===== src/rtl/mul_pkg.sv =====
// Constants shared by the 8x8 multiplier wrapper and its product accumulator.
package mul_pkg;

  localparam int unsigned MUL_PW = 16;
  localparam int unsigned MUL_AW = 24;

  typedef enum logic [1:0] {
    ST_IDLE = 2'd0,
    ST_ACC  = 2'd1,
    ST_HOLD = 2'd2
  } state_e;

endpackage


===== src/rtl/prod_accum_add.sv =====
// AW-bit accumulate adder with carry-out.
// PROD_ACCUM_SAT_EN clamps the sum to all-ones on carry-out instead of wrapping.
module prod_accum_add
  import mul_pkg::*;
#(
  parameter int unsigned PW = MUL_PW,
  parameter int unsigned AW = MUL_AW
) (
  input  logic [AW-1:0] acc,
  input  logic [PW-1:0] prod,
  output logic [AW-1:0] sum,
  output logic          carry
);

  logic [AW:0] raw;

  assign raw   = {1'b0, acc} + (AW+1)'(prod);
  assign carry = raw[AW];

`ifdef PROD_ACCUM_SAT_EN
  // Once saturated, every later add carries again, so the clamp sticks for the frame.
  assign sum = carry ? {AW{1'b1}} : raw[AW-1:0];
`else
  assign sum = raw[AW-1:0];
`endif

endmodule


===== src/rtl/prod_accum.sv =====
// Frame accumulator for multiplier products: sums up to LEN products per frame and
// hands each total downstream over valid/ready. Optional saturation: PROD_ACCUM_SAT_EN.
module prod_accum
  import mul_pkg::*;
#(
  parameter int unsigned PW  = MUL_PW,
  parameter int unsigned AW  = MUL_AW,
  parameter int unsigned LEN = 8
) (
  input  logic                       clk,
  input  logic                       rst,
  input  logic [PW-1:0]              in_prod,
  input  logic                       in_valid,
  input  logic                       in_last,
  output logic                       in_ready,
  output logic [AW-1:0]              out_sum,
  output logic [$clog2(LEN+1)-1:0]   out_count,
  output logic                       out_ovf,
  output logic                       out_valid,
  input  logic                       out_ready
);

  localparam int unsigned CW = $clog2(LEN + 1);

  state_e        state_q;
  logic [AW-1:0] acc_q;
  logic [CW-1:0] cnt_q;
  logic          ovf_q;

  logic [AW-1:0] add_sum;
  logic          add_carry;
  logic          accept;
  logic          frame_end;
  logic [CW:0]   cnt_inc;

  prod_accum_add #(
    .PW (PW),
    .AW (AW)
  ) u_add (
    .acc   (acc_q),
    .prod  (in_prod),
    .sum   (add_sum),
    .carry (add_carry)
  );

  // cnt_q is zero in IDLE, so the same LEN test covers the LEN=1 case there.
  assign cnt_inc   = {1'b0, cnt_q} + (CW+1)'(1);
  assign frame_end = in_last | (cnt_inc == (CW+1)'(LEN));
  assign accept    = in_valid & in_ready;

  always_ff @(posedge clk or posedge rst) begin
    if (rst) begin
      state_q <= ST_IDLE;
      acc_q   <= '0;
      cnt_q   <= '0;
      ovf_q   <= 1'b0;
    end else begin
      unique case (state_q)
        ST_IDLE: begin
          if (accept) begin
            acc_q   <= AW'(in_prod);
            cnt_q   <= CW'(1);
            ovf_q   <= 1'b0;
            state_q <= frame_end ? ST_HOLD : ST_ACC;
          end
        end
        ST_ACC: begin
          if (accept) begin
            acc_q   <= add_sum;
            cnt_q   <= cnt_inc[CW-1:0];
            ovf_q   <= ovf_q | add_carry;
            state_q <= frame_end ? ST_HOLD : ST_ACC;
          end
        end
        ST_HOLD: begin
          if (out_ready) begin
            acc_q   <= '0;
            cnt_q   <= '0;
            ovf_q   <= 1'b0;
            state_q <= ST_IDLE;
          end
        end
        default: state_q <= ST_IDLE;
      endcase
    end
  end

  // in_ready is a state decode; rst only masks it so nothing is taken while in reset.
  assign in_ready  = ~rst & (state_q != ST_HOLD);
  assign out_valid = (state_q == ST_HOLD);
  assign out_sum   = acc_q;
  assign out_count = cnt_q;
  assign out_ovf   = ovf_q;

endmodule


===== config.mk =====
export PLATFORM = sky130hd
export DESIGN_NAME = prod_accum
export DESIGN_NICKNAME = d
export VERILOG_FILES = /design/src/rtl/mul_pkg.sv /design/src/rtl/prod_accum_add.sv /design/src/rtl/prod_accum.sv
export SDC_FILE = /design/constraint.sdc
export NUM_CORES = 1
export LEC_CHECK = 0
export ABC_AREA = 1
export CAP_MARGIN = 20
export CORE_ASPECT_RATIO = 1.25
export CORE_MARGIN = 3
export CORE_UTILIZATION = 58
export DETAILED_ROUTE_END_ITERATION = 12
export PLACE_DENSITY = 0.86
export SLEW_MARGIN = 20
export SYNTH_ARGS = -nofsm -noshare
export SYNTH_HDL_FRONTEND = slang
export SYNTH_HIERARCHICAL = 1
export SYNTH_SLANG_ARGS = --single-unit

===== constraint.sdc =====
create_clock -name clk -period 3.5 [get_ports clk]
set_clock_uncertainty 0.1 [all_clocks]
set_input_delay 0.35 -clock clk [delete_from_list [all_inputs] [get_ports clk]]
set_output_delay 0.35 -clock clk [all_outputs]
set_load 0.01 [all_outputs]

==> results by group, run 1 <==
Routing
  • Final WL: 8300 um
  • DRC: 0
  • Post-route ant nets: 0
  • Vias: approximately 3200
  • Initial DRC count: between 100 and 150
  • DR pass1 iterations: 5
  • Post-detailed-route wirelength per cell: 13.2 um
  • Via-to-Cell Ratio: 5.14

Critical path
  • Slowest cell on the critical path: nand2_2
  • Reg2reg path depth: 7
  • RR Endpoint: out_ovf$_DFFE_PP0P_
  • Worst-path cell chain: inv_1, ha_1, or2_1, nand2_2, nand2_2, nand2_1, o21ai_2
  • Max FO, Critical Path: 40
  • Worst path most repeated cell: nand2_2
  • Critical path arrival: 2700 ps
  • Reg-to-Reg Start: state_q[1]$_DFFE_PP0P_
  • Critical path startpoint category: register
  • Worst EP required: approximately 3600 ps
  • Crit-path leading delay family: simple AND/OR/NAND/NOR gates
  • Critical path depth: 7
  • Reg2reg setup slack: approximately 850 ps
  • Critical path class: reg -> reg
  • First element of the critical path: state_q[1]$_DFFE_PP0P_
  • CP max stage delay: approximately 600 ps
  • Critical path endpoint category: register
  • CP Capture Point: out_ovf$_DFFE_PP0P_
  • WP buf/inv: 1

STA
  • Hold Violations, Final: 0
  • Worst-Margin Slew: around 860 ps
  • Pins Over Slew Limit: 0
  • RSZ-0062 raised after global routing: no
  • Relative slew slack: 42.3%
  • Final setup violation count: 0
  • Final worst-path cycle share: around 76%
  • Max Clock Freq: approximately 0.38 GHz
  • Setup TNS: 0 ps
  • PnR worst setup slack: approximately 850 ps
  • Crit path time final: 2650 ps

Synth
  • Main flop type after synthesis: dfrtp_1
  • Yosys warns: 6
  • Area contributors post-synth: nand2_1 (28%), dfrtp_1 (24%), ha_1 (8.3%)
  • Yosys top cell area share: approximately 28%
  • Cell accounting for the most synthesized area: nand2_1
  • Yosys reg bits: 31
  • Async S/R FF share, synth: 100%
  • Mapped Nets: 559
  • Sequential fraction of the synthesis area: about a quarter
  • Post-synth EDFFs: 0
  • Syn Std Cell Area: ~3200 um^2
  • Yosys cell types: 29
  • Cell count after synthesis: between 500 and 600
  • Avg Inst Size Synth: approximately 6 um^2

Finish
  • Diodes inserted: 0
  • Area Overhead vs Synth: 18.8%
  • Most frequent cells in the layout: nand2_1 (237), inv_1 (66), clkdlybuf4s50_1 (51)
  • Register area: between 700 and 800 um^2
  • Layout cells sized above 1: around 8.3%
  • Nets: 608
  • Fill count: 458
  • Footprint of the multi-input gates: between 2000 and 2500 um^2
  • Most common cell after layout, fill and taps aside: nand2_1

Power
  • LEAKAGE: between 2 and 2.5 nW
  • Power Dens Cells: roughly 700 nW/um^2
  • Peak supply drop: 0.431 mV
  • Design Power: 2.63 mW

Clock network
  • Clock root buffer: clkbuf_8
  • CTS clk-pin slew, worst paths: 70 ps
  • Worst-case clock buffer depth: 2
  • Post-CTS Resized: 0
  • Clock sink count: 31
  • CTS tree: yes
  • Hold_buf cts: 0
  • H-tree Lvls: 2
  • Post-CTS setup buffers: 0
  • Total CTS buffers: 5
  • Worst skew pair latency: between 200 and 300 ps

Global route
  • Initial antenna violation count: 0
  • GR met1 Demand/Resource: between 30% and 40%
  • Met3 GRT Util: 3.18%
  • Gr busiest metal: met2
  • Congestion Overflow GR: 0
  • Largest net degree at the start of global routing: just over 40
  • Aggregate global-route resource usage: around 27%
  • Vias in the first global route: between 3000 and 4000
  • Grt met2 use: 49.4%
  • First-pass GRT wire length: between 10000 and 15000 um

Floorplanning
  • Die Y-Extent: roughly 90 um
  • Core Area: slightly above 5000 um^2
  • Row count: 29
  • Die width: approximately 72 um
  • Boundary Pins: 52
  • Initial core utilization: roughly three fifths
  • Die area: 6390 um^2

Run status
  • Status: finished, final reports clean

Placement
  • GP Congestion: 0.947
  • Port Buffers: 51
  • DP HPWL: 6470 um
  • DP Worst Slack: 805 ps

Run
  • Reported max-cap violation count: 0

Worst hold path
  • Min-delay worst type: in -> async
[metal layers]
metal	up-vias	share of wire [%]
met3	14	5.0
li1	1682	-
met4	0	2.3
met1	1440	43
met2	94	50
met5	-	0
[power breakdown]
group	total, mW	internal [mW]	switching, mW
registers	0.575	0.465	0.110
clock network	0.284	0.136	0.148
logic	1.78	0.652	1.12
total	2.63	1.25	1.38
[cell usage after synthesis (all sizes together) (3+ instances only)]
cell / instances
nand3b: 3
inv: 67
nand2: 250
nand3: 43
buf: 9
o21ai: 15
nor2: 38
nand4: 5
dfrtp: 31
ha: 21
a21oi: 10
xor2: 13
[cell families after synthesis]
kind of cell	count (synthesis)	synth area share, %
buf+inv	79	10.8
compound gates	25	5.25
xor+xnor	13	3.59
flops	31	24.5
simple gates	346	47.0
fa+ha+maj	22	8.93
[area by class of cell]
class | instances | area share (%)
Multi-Input combinational cell | 406 | 54.5
Sequential cell | 31 | 20.6
Timing Repair Buffer | 52 | 13.8
Inverter | 69 | 6.88
Tap cell | 62 | 2.06
Clock buffer | 5 | 1.83
Clock inverter | 3 | 0.399
[sequential cells by signal (all words and copies together), names as in the netlist]
signal and flops:
out_count 4, out_ovf 1, out_sum 24, state_q 2
[stage by stage]
| step | util, % | area, um^2 | hold WS [ps] | instances |
|---|---|---|---|---|
| floorplan | - | 3170 | 354 | 516 |
| global placement | 70.9 | 3680 | 386 | 620 |
| detailed placement | 70.9 | 3680 | 396 | 620 |
| CTS | 72.6 | 3760 | 408 | 628 |
| global route | 72.6 | 3760 | 435 | 628 |
| finish | 72.6 | 3760 | 381 | 628 |
[worst min-delay path by stage]
| stage | cells past startpoint | endpoint | start | slack [ps] |
|---|---|---|---|---|
| after global routing | 2 | out_sum[7]$_DFFE_PP0P_ | rst | 440 |
| final | 2 | out_sum[12]$_DFFE_PP0P_ | rst | 380 |
| after detailed placement | 2 | out_sum[13]$_DFFE_PP0P_ | out_sum[13]$_DFFE_PP0P_ | 400 |
| after CTS | 2 | out_sum[8]$_DFFE_PP0P_ | rst | 410 |
| after floorplan | 1 | out_count[0]$_DFFE_PP0P_ | rst | 350 |
| after global placement | 2 | out_sum[3]$_DFFE_PP0P_ | out_sum[3]$_DFFE_PP0P_ | 390 |
(Power assumes the default switching activity.)
==> run 2, diff against run 1 <==
- CORE_UTILIZATION: 58 -> 55
- PLACE_DENSITY: 0.86 -> 0.82
- clock period: 3.5 -> 2.5 ns (I/O delays scaled with it)
==> run 2 against run 1 <==
Effect of this change:
- combinational power is 44% higher
- wire length is 1.1% lower
- sequential power is 39% higher
- die area is 5.0% higher
- clock power is 60% higher
- worst setup slack worse by 510 ps
- critical path type unchanged
- largest cell class unchanged
- largest power group unchanged
==> results by group, run 2 (synthesis results as in run 1) <==
Critical path
  • Critical path endpoint category: register
  • First element of the critical path: out_sum[0]$_DFFE_PP0P_
  • Reg-to-Reg Start: out_sum[0]$_DFFE_PP0P_
  • Critical path class: reg -> reg
  • Critical path startpoint category: register
  • Critical path arrival: around 2200 ps
  • Worst EP required: 2580 ps
  • Max FO, Critical Path: 3

Power
  • Sw frac: 50.8%
  • Design Power: approximately 3.8 mW
  • Clock power frac: roughly an eighth
  • LEAKAGE: 2.06 nW
  • Flop pwr share: 21.0%
  • Pint: about 1.9 mW
  • Peak supply drop: roughly 0.66 mV
  • Sw power: slightly below 2 mW
  • Power Dens Cells: approximately 1000 nW/um^2
  • Logic gate share of total power: 67.1%

STA
  • Pins Over Slew Limit: 0
  • RSZ-0062 raised after global routing: no
  • Crit path time final: 2160 ps
  • Relative slew slack: 62.8%
  • Final setup violation count: 0
  • Setup TNS: 0 ps
  • Hold Violations, Final: 0
  • Max Clock Freq: roughly 0.46 GHz
  • PnR worst setup slack: approximately 340 ps
  • Final worst-path cycle share: about 86%
  • Worst-Margin Slew: roughly 560 ps

Routing
  • DRC: 0
  • Vias: roughly 3300
  • Via-to-Cell Ratio: 5.19
  • Post-route ant nets: 0
  • DR pass1 iterations: 4
  • Initial DRC count: about 150
  • Post-detailed-route wirelength per cell: 12.9 um
  • Final WL: a little over 8000 um

Finish
  • Nets: about 610
  • Non-Filler Instances: between 600 and 700
  • Layout cells sized above 1: under 10%
  • Max FFs per register: 24
  • Final instance area: 3830 um^2
  • Most common cell after layout, fill and taps aside: nand2_1
  • Diodes inserted: 0
  • Most frequent cells in the layout: nand2_1 (237), inv_1 (66), clkdlybuf4s50_1 (51)
  • Area Overhead vs Synth: 21.0%

Floorplanning
  • Die area: around 6700 um^2
  • Initial core utilization: about 57%
  • Core Area: 5520 um^2
  • Row count: 30
  • Die Y-Extent: 90.9 um
  • Boundary Pins: between 50 and 60
  • Die width: ~74 um

Placement
  • DP Worst Slack: approximately 100 ps
  • GP Congestion: around 0.94
  • Cell Area, Placed: about 3700 um^2
  • Cell total after placement: ~630
  • Port Buffers: 51
  • DP HPWL: between 6000 and 7000 um

Clock network
  • H-tree Lvls: 2
  • CTS clk-pin slew, worst paths: about 80 ps
  • Clock sink count: 31
  • Total CTS buffers: 5
  • CTS tree: yes
  • Post-CTS Resized: 0
  • Clock root buffer: clkbuf_8
  • Worst-case clock buffer depth: 2
  • Hold_buf cts: 0
  • Worst skew pair latency: roughly 280 ps
  • Post-CTS setup buffers: 0

Run status
  • Status: finished, final reports clean

Global route
  • Aggregate global-route resource usage: approximately a quarter
  • First-pass GRT wire length: around 14000 um
  • Congestion Overflow GR: 0
  • Largest net degree at the start of global routing: 32
  • Initial antenna violation count: 0
  • Vias in the first global route: 3217

Run
  • Reported max-cap violation count: 0

Worst hold path
  • Min-delay worst type: in -> async
[run 2: changes by cell type in the layout (fill, tap and decap cells not counted)]
cell / delta
buf_12: +1
clkbuf_8: +2
clkinv_2: -3
buf_4: +4
clkbuf_1: +1
[run 2: layer usage]
metal,GRT usage (%),routed length [um],part of all wire [%],up-vias
met1,29.4,3410,42,1504
met5,0,0,0,-
met3,3.90,358,4.4,17
met4,10.3,207,2.5,0
met2,45.7,4230,52,82
li1,-,-,-,1693
[run 2: power groups by stage]
stage	Clock, mW	Combinational [mW]	Sequential (mW)
5_1_grt	0.482	2.87	0.826
2_1_floorplan	0	1.77	0.845
6_report	0.454	2.56	0.802
3_5_place_dp	0	2.54	0.808
3_3_place_gp	0	2.49	0.807
4_1_cts	0.465	2.55	0.803
[run 2: final cells by class]
cell class                 instances  area, um^2
tap                               64        80.1
fill                             507        1680
sequential                        31         776
timing repair buffer              57         568
clock buffer                       8         100
multi-input combinational        406        2050
inverter                          69         259
[run 2: worst max-delay path: stages, from the launching register on]
cell	delay (ps)
dfrtp_1	410
ha_1	250
fa_1	390
nand2_1	80
nand2_1	90
nand3_1	80
nand2_1	130
nand3_1	120
nand2_1	50
nand2_1	50
nand2_1	50
nand2_1	60
nand2_1	70
nand3_1	80
nand2_1	50
[run 2: metrics by stage]
stage               hold WS, ps  util [%]
global placement            385      67.7
global route                349      69.5
floorplan                   254         -
detailed placement          396      67.7
CTS                         303      69.5
finish                      288      69.5
[run 2: worst paths after layout]
| kind | depth (start not counted) | slack, ps | to |
|---|---|---|---|
| worst max-delay path | 14 | 340 | out_sum[14]$_DFFE_PP0P_ |
| worst min-delay path | 3 | 290 | out_sum[3]$_DFFE_PP0P_ |
| worst max register to register | 14 | 340 | out_sum[14]$_DFFE_PP0P_ |
| worst min register to register | 2 | 410 | out_sum[10]$_DFFE_PP0P_ |
| max in group asynchronous | 3 | 1710 | out_sum[21]$_DFFE_PP0P_ |
| min in group clk | 2 | 410 | out_sum[10]$_DFFE_PP0P_ |
